==> src/rtl/cgra_run_ctrl_if.sv <==
// Handshake and BRAM channel bundle for cgra_run_ctrl.
// master: host, PE array and BRAM side; slave: the run controller.
interface cgra_run_ctrl_if #(
  parameter int NUM_CH     = 2,
  parameter int SYS_DWIDTH = 32,
  parameter int BYTE_LEN   = 4,
  parameter int AWIDTH     = 16
);
  logic                           Computation_Start;
  logic                           Computation_Done;
  logic                           Run_Error;
  logic [31:0]                    Cycle_Count;
  logic                           PE_Array_Start;
  logic                           PE_Array_Busy;
  logic [NUM_CH-1:0]              Cgra_En;
  logic [NUM_CH*BYTE_LEN-1:0]     Cgra_Wen;
  logic [NUM_CH*AWIDTH-1:0]       Cgra_Addr;
  logic [NUM_CH*SYS_DWIDTH-1:0]   Cgra_Data_Store;
  logic [NUM_CH*SYS_DWIDTH-1:0]   Cgra_Data_Load;
  logic [NUM_CH-1:0]              Bram_Clk;
  logic [NUM_CH-1:0]              Bram_Rst;
  logic [NUM_CH-1:0]              Bram_En;
  logic [NUM_CH*BYTE_LEN-1:0]     Bram_Wen;
  logic [NUM_CH*SYS_DWIDTH-1:0]   Bram_Addr;
  logic [NUM_CH*SYS_DWIDTH-1:0]   Bram_Data_To_Bram;
  logic [NUM_CH*SYS_DWIDTH-1:0]   Bram_Data_From_Bram;

  modport master (
    output Computation_Start, PE_Array_Busy, Cgra_En, Cgra_Wen, Cgra_Addr,
           Cgra_Data_Store, Bram_Data_From_Bram,
    input  Computation_Done, Run_Error, Cycle_Count, PE_Array_Start,
           Cgra_Data_Load, Bram_Clk, Bram_Rst, Bram_En, Bram_Wen, Bram_Addr,
           Bram_Data_To_Bram
  );

  modport slave (
    input  Computation_Start, PE_Array_Busy, Cgra_En, Cgra_Wen, Cgra_Addr,
           Cgra_Data_Store, Bram_Data_From_Bram,
    output Computation_Done, Run_Error, Cycle_Count, PE_Array_Start,
           Cgra_Data_Load, Bram_Clk, Bram_Rst, Bram_En, Bram_Wen, Bram_Addr,
           Bram_Data_To_Bram
  );
endinterface

==> src/rtl/cgra_run_ctrl.sv <==
// CGRA run controller: start/launch/done FSM with busy timeout plus NUM_CH gated BRAM channels.
// Define CGRA_CYCLE_COUNTER_EN to build the saturating run-cycle counter on Cycle_Count.
module cgra_run_ctrl #(
  parameter int NUM_CH     = 2,
  parameter int SYS_DWIDTH = 32,
  parameter int BYTE_LEN   = 4,
  parameter int AWIDTH     = 16,
  parameter int TIMEOUT    = 255
) (
  input  logic           Clk,
  input  logic           Resetn,
  cgra_run_ctrl_if.slave bus
);
  localparam int            BSHIFT  = $clog2(BYTE_LEN);
  localparam int            TW      = (TIMEOUT < 1) ? 1 : $clog2(TIMEOUT + 1);
  localparam logic [TW-1:0] TMO_MAX = TW'(TIMEOUT);
  localparam int            DW      = NUM_CH * SYS_DWIDTH;
  localparam int            WW      = NUM_CH * BYTE_LEN;

  typedef enum logic [2:0] {
    S_IDLE      = 3'd0,
    S_LAUNCH    = 3'd1,
    S_WAIT_BUSY = 3'd2,
    S_RUN       = 3'd3,
    S_DONE      = 3'd4
  } state_t;

  state_t            r_state;
  logic              r_start_prev;
  logic              r_pe_start;
  logic              r_done;
  logic              r_error;
  logic [TW-1:0]     r_tmo;
  logic [NUM_CH-1:0] r_bram_en;
  logic [WW-1:0]     r_bram_wen;
  logic [DW-1:0]     r_bram_addr;
  logic [DW-1:0]     r_bram_wdata;
  logic [DW-1:0]     r_load;

  logic              w_start_rise;
  logic              w_gate;
  logic [DW-1:0]     w_byte_addr;

  assign w_start_rise = bus.Computation_Start & ~r_start_prev;
  assign w_gate       = (r_state == S_WAIT_BUSY) || (r_state == S_RUN);

  // Run sequencing; the previous-Start register resets high so a level held through reset cannot launch.
  always_ff @(posedge Clk or negedge Resetn) begin
    if (!Resetn) begin
      r_state      <= S_IDLE;
      r_start_prev <= 1'b1;
      r_pe_start   <= 1'b0;
      r_done       <= 1'b0;
      r_error      <= 1'b0;
      r_tmo        <= {TW{1'b0}};
    end else begin
      r_start_prev <= bus.Computation_Start;
      r_pe_start   <= 1'b0;
      case (r_state)
        S_IDLE: begin
          if (w_start_rise) begin
            r_state    <= S_LAUNCH;
            r_pe_start <= 1'b1;
            r_error    <= 1'b0;
          end
        end
        S_LAUNCH: begin
          r_state <= S_WAIT_BUSY;
          r_tmo   <= {TW{1'b0}};
        end
        S_WAIT_BUSY: begin
          if (bus.PE_Array_Busy) begin
            r_state <= S_RUN;
          end else if (r_tmo == TMO_MAX) begin
            r_state <= S_DONE;
            r_done  <= 1'b1;
            r_error <= 1'b1;
          end else begin
            r_tmo <= r_tmo + TW'(1);
          end
        end
        S_RUN: begin
          if (!bus.PE_Array_Busy) begin
            r_state <= S_DONE;
            r_done  <= 1'b1;
          end
        end
        S_DONE: begin
          if (!bus.Computation_Start) begin
            r_state <= S_IDLE;
            r_done  <= 1'b0;
          end
        end
        default: begin
          r_state <= S_IDLE;
          r_done  <= 1'b0;
        end
      endcase
    end
  end

`ifdef CGRA_CYCLE_COUNTER_EN
  logic [31:0] r_cycle_count;

  // Counts WAIT_BUSY and RUN cycles, saturating, cleared on launch.
  always_ff @(posedge Clk or negedge Resetn) begin
    if (!Resetn) begin
      r_cycle_count <= 32'd0;
    end else if ((r_state == S_IDLE) && w_start_rise) begin
      r_cycle_count <= 32'd0;
    end else if (w_gate && (r_cycle_count != 32'hFFFF_FFFF)) begin
      r_cycle_count <= r_cycle_count + 32'd1;
    end
  end

  assign bus.Cycle_Count = r_cycle_count;
`else
  assign bus.Cycle_Count = 32'd0;
`endif

  // Word address to byte address, per channel.
  always_comb begin
    w_byte_addr = {DW{1'b0}};
    for (int i = 0; i < NUM_CH; i++) begin
      w_byte_addr[i*SYS_DWIDTH +: SYS_DWIDTH] =
        SYS_DWIDTH'(bus.Cgra_Addr[i*AWIDTH +: AWIDTH]) << BSHIFT;
    end
  end

  // Channel request registers; enables are masked outside WAIT_BUSY/RUN so the host owns the BRAM.
  always_ff @(posedge Clk or negedge Resetn) begin
    if (!Resetn) begin
      r_bram_en    <= {NUM_CH{1'b0}};
      r_bram_wen   <= {WW{1'b0}};
      r_bram_addr  <= {DW{1'b0}};
      r_bram_wdata <= {DW{1'b0}};
      r_load       <= {DW{1'b0}};
    end else begin
      r_bram_en    <= w_gate ? bus.Cgra_En  : {NUM_CH{1'b0}};
      r_bram_wen   <= w_gate ? bus.Cgra_Wen : {WW{1'b0}};
      r_bram_addr  <= w_byte_addr;
      r_bram_wdata <= bus.Cgra_Data_Store;
      r_load       <= bus.Bram_Data_From_Bram;
    end
  end

  assign bus.Computation_Done  = r_done;
  assign bus.Run_Error         = r_error;
  assign bus.PE_Array_Start    = r_pe_start;
  assign bus.Bram_Clk          = {NUM_CH{Clk}};
  assign bus.Bram_Rst          = {NUM_CH{~Resetn}};
  assign bus.Bram_En           = r_bram_en;
  assign bus.Bram_Wen          = r_bram_wen;
  assign bus.Bram_Addr         = r_bram_addr;
  assign bus.Bram_Data_To_Bram = r_bram_wdata;
  assign bus.Cgra_Data_Load    = r_load;
endmodule

==> src/flat_wrapper.sv <==
// flat-port wrapper written by rule: the top's interface ports become plain ports
module cgra_run_ctrl_flat 
#(
  parameter int NUM_CH     = 2,
  parameter int SYS_DWIDTH = 32,
  parameter int BYTE_LEN   = 4,
  parameter int AWIDTH     = 16,
  parameter int TIMEOUT    = 255
)
  (Clk, Resetn, bus_Computation_Start, bus_PE_Array_Busy, bus_Cgra_En, bus_Cgra_Wen, bus_Cgra_Addr, bus_Cgra_Data_Store, bus_Bram_Data_From_Bram, bus_Computation_Done, bus_Run_Error, bus_Cycle_Count, bus_PE_Array_Start, bus_Cgra_Data_Load, bus_Bram_Clk, bus_Bram_Rst, bus_Bram_En, bus_Bram_Wen, bus_Bram_Addr, bus_Bram_Data_To_Bram);
  cgra_run_ctrl_if #(.NUM_CH(NUM_CH), .SYS_DWIDTH(SYS_DWIDTH), .BYTE_LEN(BYTE_LEN), .AWIDTH(AWIDTH)) bus_i ();
  input  logic Clk;
  input  logic Resetn;
  input wire logic [$bits(bus_i.Computation_Start)-1:0] bus_Computation_Start;
  input wire logic [$bits(bus_i.PE_Array_Busy)-1:0] bus_PE_Array_Busy;
  input wire logic [$bits(bus_i.Cgra_En)-1:0] bus_Cgra_En;
  input wire logic [$bits(bus_i.Cgra_Wen)-1:0] bus_Cgra_Wen;
  input wire logic [$bits(bus_i.Cgra_Addr)-1:0] bus_Cgra_Addr;
  input wire logic [$bits(bus_i.Cgra_Data_Store)-1:0] bus_Cgra_Data_Store;
  input wire logic [$bits(bus_i.Bram_Data_From_Bram)-1:0] bus_Bram_Data_From_Bram;
  output wire logic [$bits(bus_i.Computation_Done)-1:0] bus_Computation_Done;
  output wire logic [$bits(bus_i.Run_Error)-1:0] bus_Run_Error;
  output wire logic [$bits(bus_i.Cycle_Count)-1:0] bus_Cycle_Count;
  output wire logic [$bits(bus_i.PE_Array_Start)-1:0] bus_PE_Array_Start;
  output wire logic [$bits(bus_i.Cgra_Data_Load)-1:0] bus_Cgra_Data_Load;
  output wire logic [$bits(bus_i.Bram_Clk)-1:0] bus_Bram_Clk;
  output wire logic [$bits(bus_i.Bram_Rst)-1:0] bus_Bram_Rst;
  output wire logic [$bits(bus_i.Bram_En)-1:0] bus_Bram_En;
  output wire logic [$bits(bus_i.Bram_Wen)-1:0] bus_Bram_Wen;
  output wire logic [$bits(bus_i.Bram_Addr)-1:0] bus_Bram_Addr;
  output wire logic [$bits(bus_i.Bram_Data_To_Bram)-1:0] bus_Bram_Data_To_Bram;
  assign bus_i.Computation_Start = bus_Computation_Start;
  assign bus_i.PE_Array_Busy = bus_PE_Array_Busy;
  assign bus_i.Cgra_En = bus_Cgra_En;
  assign bus_i.Cgra_Wen = bus_Cgra_Wen;
  assign bus_i.Cgra_Addr = bus_Cgra_Addr;
  assign bus_i.Cgra_Data_Store = bus_Cgra_Data_Store;
  assign bus_i.Bram_Data_From_Bram = bus_Bram_Data_From_Bram;
  assign bus_Computation_Done = bus_i.Computation_Done;
  assign bus_Run_Error = bus_i.Run_Error;
  assign bus_Cycle_Count = bus_i.Cycle_Count;
  assign bus_PE_Array_Start = bus_i.PE_Array_Start;
  assign bus_Cgra_Data_Load = bus_i.Cgra_Data_Load;
  assign bus_Bram_Clk = bus_i.Bram_Clk;
  assign bus_Bram_Rst = bus_i.Bram_Rst;
  assign bus_Bram_En = bus_i.Bram_En;
  assign bus_Bram_Wen = bus_i.Bram_Wen;
  assign bus_Bram_Addr = bus_i.Bram_Addr;
  assign bus_Bram_Data_To_Bram = bus_i.Bram_Data_To_Bram;
  cgra_run_ctrl #(.NUM_CH(NUM_CH), .SYS_DWIDTH(SYS_DWIDTH), .BYTE_LEN(BYTE_LEN), .AWIDTH(AWIDTH), .TIMEOUT(TIMEOUT)) u_core (.Clk(Clk), .Resetn(Resetn), .bus(bus_i));
endmodule
==> config.mk <==
export PLATFORM = sky130hd
export DESIGN_NAME = cgra_run_ctrl_flat
export DESIGN_NICKNAME = d
export VERILOG_FILES = /design/src/rtl/cgra_run_ctrl_if.sv /design/src/rtl/cgra_run_ctrl.sv /design/src/flat_wrapper.sv
export SDC_FILE = /design/constraint.sdc
export NUM_CORES = 1
export LEC_CHECK = 0
export ABC_AREA = 1
export BUFFER_PORTS_ARGS = -buffer_cell sky130_fd_sc_hd__buf_2
export CAP_MARGIN = 20
export CORE_AREA = 5 5 160 162
export CTS_CLUSTER_SIZE = 14
export DETAILED_ROUTE_END_ITERATION = 6
export DIE_AREA = 0 0 165 167
export PLACE_DENSITY = 0.49
export SYNTH_ARGS = -nofsm -noshare
export SYNTH_HDL_FRONTEND = slang
export SYNTH_SLANG_ARGS = --single-unit
==> constraint.sdc <==
create_clock -name Clk -period 3 [get_ports Clk]
set_input_delay 0 -clock Clk [delete_from_list [all_inputs] [get_ports Clk]]
set_output_delay 0 -clock Clk [all_outputs]
set_load 0.01 [all_outputs]
After elaboration in Yosys (flattened, before gate mapping)
Cells that the tools add are included.
{"block": "op_classes", "n_addsub": 1, "n_eq_ne": 12, "n_mux": 20, "bitwise": 4, "n_reduce_logical": 9}
{"cell": "two-way mux 8 bit", "n": 3}
{"cell": "case mux 8 bit (2 select lines)", "n": 1}
{"cell": "two-way mux 3 bit", "n": 5}
{"cell": "case mux 3 bit (5 select lines)", "n": 1}
{"cell": "inequality test 2 bit, second input constant", "n": 5}
{"cell": "adder 8 x 1 -> 8 bit, second input constant", "n": 1}
{"cell": "equality test 8 bit, second input constant", "n": 1}
{"cell": "AND reduction 4 bit", "n": 2}
{"cell": "two-way mux 1 bit", "n": 7}
{"cell": "equality test 3 x 2 -> 1 bit, second input constant", "n": 2}
{"cell": "AND reduction 5 bit", "n": 1}
{"cell": "case mux 1 bit (4 select lines)", "n": 1}
{"cell": "nonzero test 2 bit", "n": 2}
{"cell": "equality test 3 x 1 -> 1 bit, second input constant", "n": 1}
{"cell": "equality test 3 bit, second input constant", "n": 1}
{"cell": "zero test 3 bit", "n": 1}
{"cell": "inequality test 3 bit, second input constant", "n": 1}
{"cell": "inverter 1 bit", "n": 3}
{"cell": "AND reduction 3 bit", "n": 1}
{"cell": "two-way mux 2 bit", "n": 1}
{"cell": "inequality test 2 x 1 -> 1 bit, second input constant", "n": 1}
{"cell": "case mux 1 bit (2 select lines)", "n": 1}
{"cell": "OR reduction 2 bit", "n": 1}
{"cell": "AND 1 bit", "n": 1}
{"cell": "logical OR 1 bit", "n": 1}
{"block": "totals", "regBits": 185, "output_inout_bits": 241, "wordCells": 57}

Logic depth before layout (Yosys ltp)
{"block": "depth", "word_depth": 4, "depth_mapped": 9, "depth_no_buf": 9}

==> flow_summary.ini <==
[routing]
vias = 4575
drtPass1Iterations = 4
wl_per_cell_um = 15.8
routed_via_density = 3.65
drc = 0
postRouteAntennaNets = 0
drtIter0Drc = 126
wl_mm = 19.8

[global_route]
grt_pass1_wl_mm = 29.0
first_global_vias = 5034
grt_max_degree = 87
grt-ovfl-total = 0
track_usage_pct = 14.1
antenna_found_initial = 1

[timing]
hold_viol = 0
fin_skew_ns = 0.0133
whs_ns = 0.0602
finalMaxSlewViolations = 0
tns_ns = 0
worstMarginPinSlew_ns = 0.699
setup_violations = 0
rsz0062_at_grt = no
setup_slack_ns = 1.11
slew_headroom_pct = 53.4

[synthesis]
syn_area_per_cell_um2 = 15.5
synth_top_area_share_pct = 80.1
synthDistinctLibCells = 28
netlist.top_cell.by_area = dfrtp_1
yosysWarnings = 0
syn-cell-area_um2 = 5750
yosysSeqAreaShare_pct = 80.5
syn_inst = 371
ys_top_cells_by_area = dfrtp_1 (80%), buf_4 (8.9%), nand2_1 (2.0%), nor2_1 (1.5%), inv_1 (1.3%)
ys_seq_elements = 185

[clock_tree]
clock_latency_ns = 0.54
clkTransAtPathRegs_ns = 0.09
ctsHoldBuffers = 173
tritoncts = yes
cts_resized = 0
postCtsSetupBuffers = 0

[worst_setup_path]
slowest_stage = clkbuf_16
start_kind = clock port
critPathMaxStageDelay_ns = 0.13
path_max_fanout = 2
end_kind = output pin
worst-setup-path-type = clk -> out
cp_num_buf_inv = 3
cp_top_family = buffers and inverters
path_cells = clkbuf_16, clkbuf_16, buf_2
arrival_ns = 1.89
cp.required_ns = 3.00
cpMostUsedCell = clkbuf_16

[final_layout]
nets = 1089
final_cell_mix = buf_2 (349), dfrtp_1 (184), dlygate4sd3_1 (173)
layout_commonest_cell = buf_2
drive_above_1_share_pct = 43.8
area_growth_pct = 76.2

[placed_design]
gp_congestion = 0.820
port_buffers = 350
dp_hpwl_mm = 14.7
place_ws_ns = 1.39

[floorplanning]
rows = 57
io_pins = 415
dieArea_um2 = 27600
start_util_pct = 24.0
core_um2 = 24000
die_x_um = 165
die_h_um = 167

[run]
max_cap_viol_count = 0

[run_status]
status = finished, final reports clean

[pwr]
peakVddDrop_mv = 0.351
leakage_nw = 5.24
power_density_nw_per_um2 = 638
fin_total_pwr_w = 0.00646

[min_path]
hold_class = in -> async
==> worst paths after layout <==
check                                            startpoint                               end  slack, ns  cells after the start
min in group Clk                          bus_Cgra_Addr[31]          u_core.bus.Bram_Addr[49]       0.10                      2
worst max-delay path                                    Clk                   bus_Bram_Clk[1]       1.11                      3
worst min register to register  u_core.bus.Computation_Done       u_core.bus.Computation_Done       0.48                      2
max in group asynchronous                            Resetn  u_core.bus.Bram_Data_To_Bram[36]       2.00                      3
worst max register to register              u_core.r_tmo[0]                   u_core.r_tmo[3]       1.58                      8
worst min-delay path                                 Resetn          u_core.bus.Bram_Addr[40]       0.06                      2
==> flip-flops by register name, indices dropped and copies added (netlist names) <==
name and count:
u_core.bus.Bram_Addr 32, u_core.bus.Bram_Data_To_Bram 64, u_core.bus.Bram_En 2, u_core.bus.Bram_Wen 8, u_core.bus.Cgra_Data_Load 64, u_core.bus.Computation_Done 1, u_core.bus.PE_Array_Start 1, u_core.bus.Run_Error 1
u_core.r_start_prev 1, u_core.r_state 3, u_core.r_tmo 8
==> per-layer routing <==
metal | global-route usage [%] | share of wire, % | wire length [um]
met3 | 4.70 | 8.5 | 1680
met2 | 25.1 | 54 | 10600
met4 | 5.28 | 1.9 | 374
met5 | 0 | 0 | 0
met1 | 15.4 | 36 | 7140
==> cell families after synthesis <==
group	share of synthesized area (%)
AO/OA/AOI/OAI	0.740
XOR/XNOR	0.457
adder cells (fa/ha/maj)	0.218
buffers and inverters	10.4
flip-flops	80.5
other	0.0652
AND/OR/NAND/NOR	7.55
==> cell usage after synthesis (all sizes together) <==
cell type and instances:
a21oi 3, buf 68, conb 1, dfrtp 184, dfstp 1, ha 1, inv 24, nand2 35
nand3 15, nand4 3, nor2 26, nor3 2, nor3b 1, o21ai 4, xnor2 1, xor2 2
==> worst reg2reg max path, stage by stage, from the launching register on <==
cell and delay [ns]:
dfrtp_1 0.41, ha_1 0.20, nand2_2 0.07, nor2_2 0.17
nand2_4 0.11, nand2_8 0.14, nand2_8 0.09, nand2_1 0.08
o21ai_2 0.05
==> area by class of cell <==
type,instances,area [um2]
fill,2264,13800
sequential,185,4630
timing repair buffer,523,3510
multi-input combinational,157,756
clock buffer,24,549
tap,324,405
clock inverter,14,189
inverter,24,90.1
antenna,1,2.50
==> stage by stage <==
stage / area [um2] / utilization (%) / cells
after CTS: 10100 / 42.3 / 1251
after floorplan: 5990 / - / 434
after detailed placement: 7670 / 32.0 / 1042
after global placement: 7670 / 32.0 / 1042
final: 10100 / 42.3 / 1252
after global routing: 10100 / 42.3 / 1252
==> power by group <==
group / switching, W / internal [W] / total, W / leakage [nW]
sequential: 0.0000885 / 0.00269 / 0.00278 / 2.19
clock: 0.00120 / 0.00141 / 0.00262 / 0.357
combinational: 0.000606 / 0.000457 / 0.00106 / 2.69
total: 0.00190 / 0.00456 / 0.00646 / 5.24
Power figures use the tool's default switching activity.
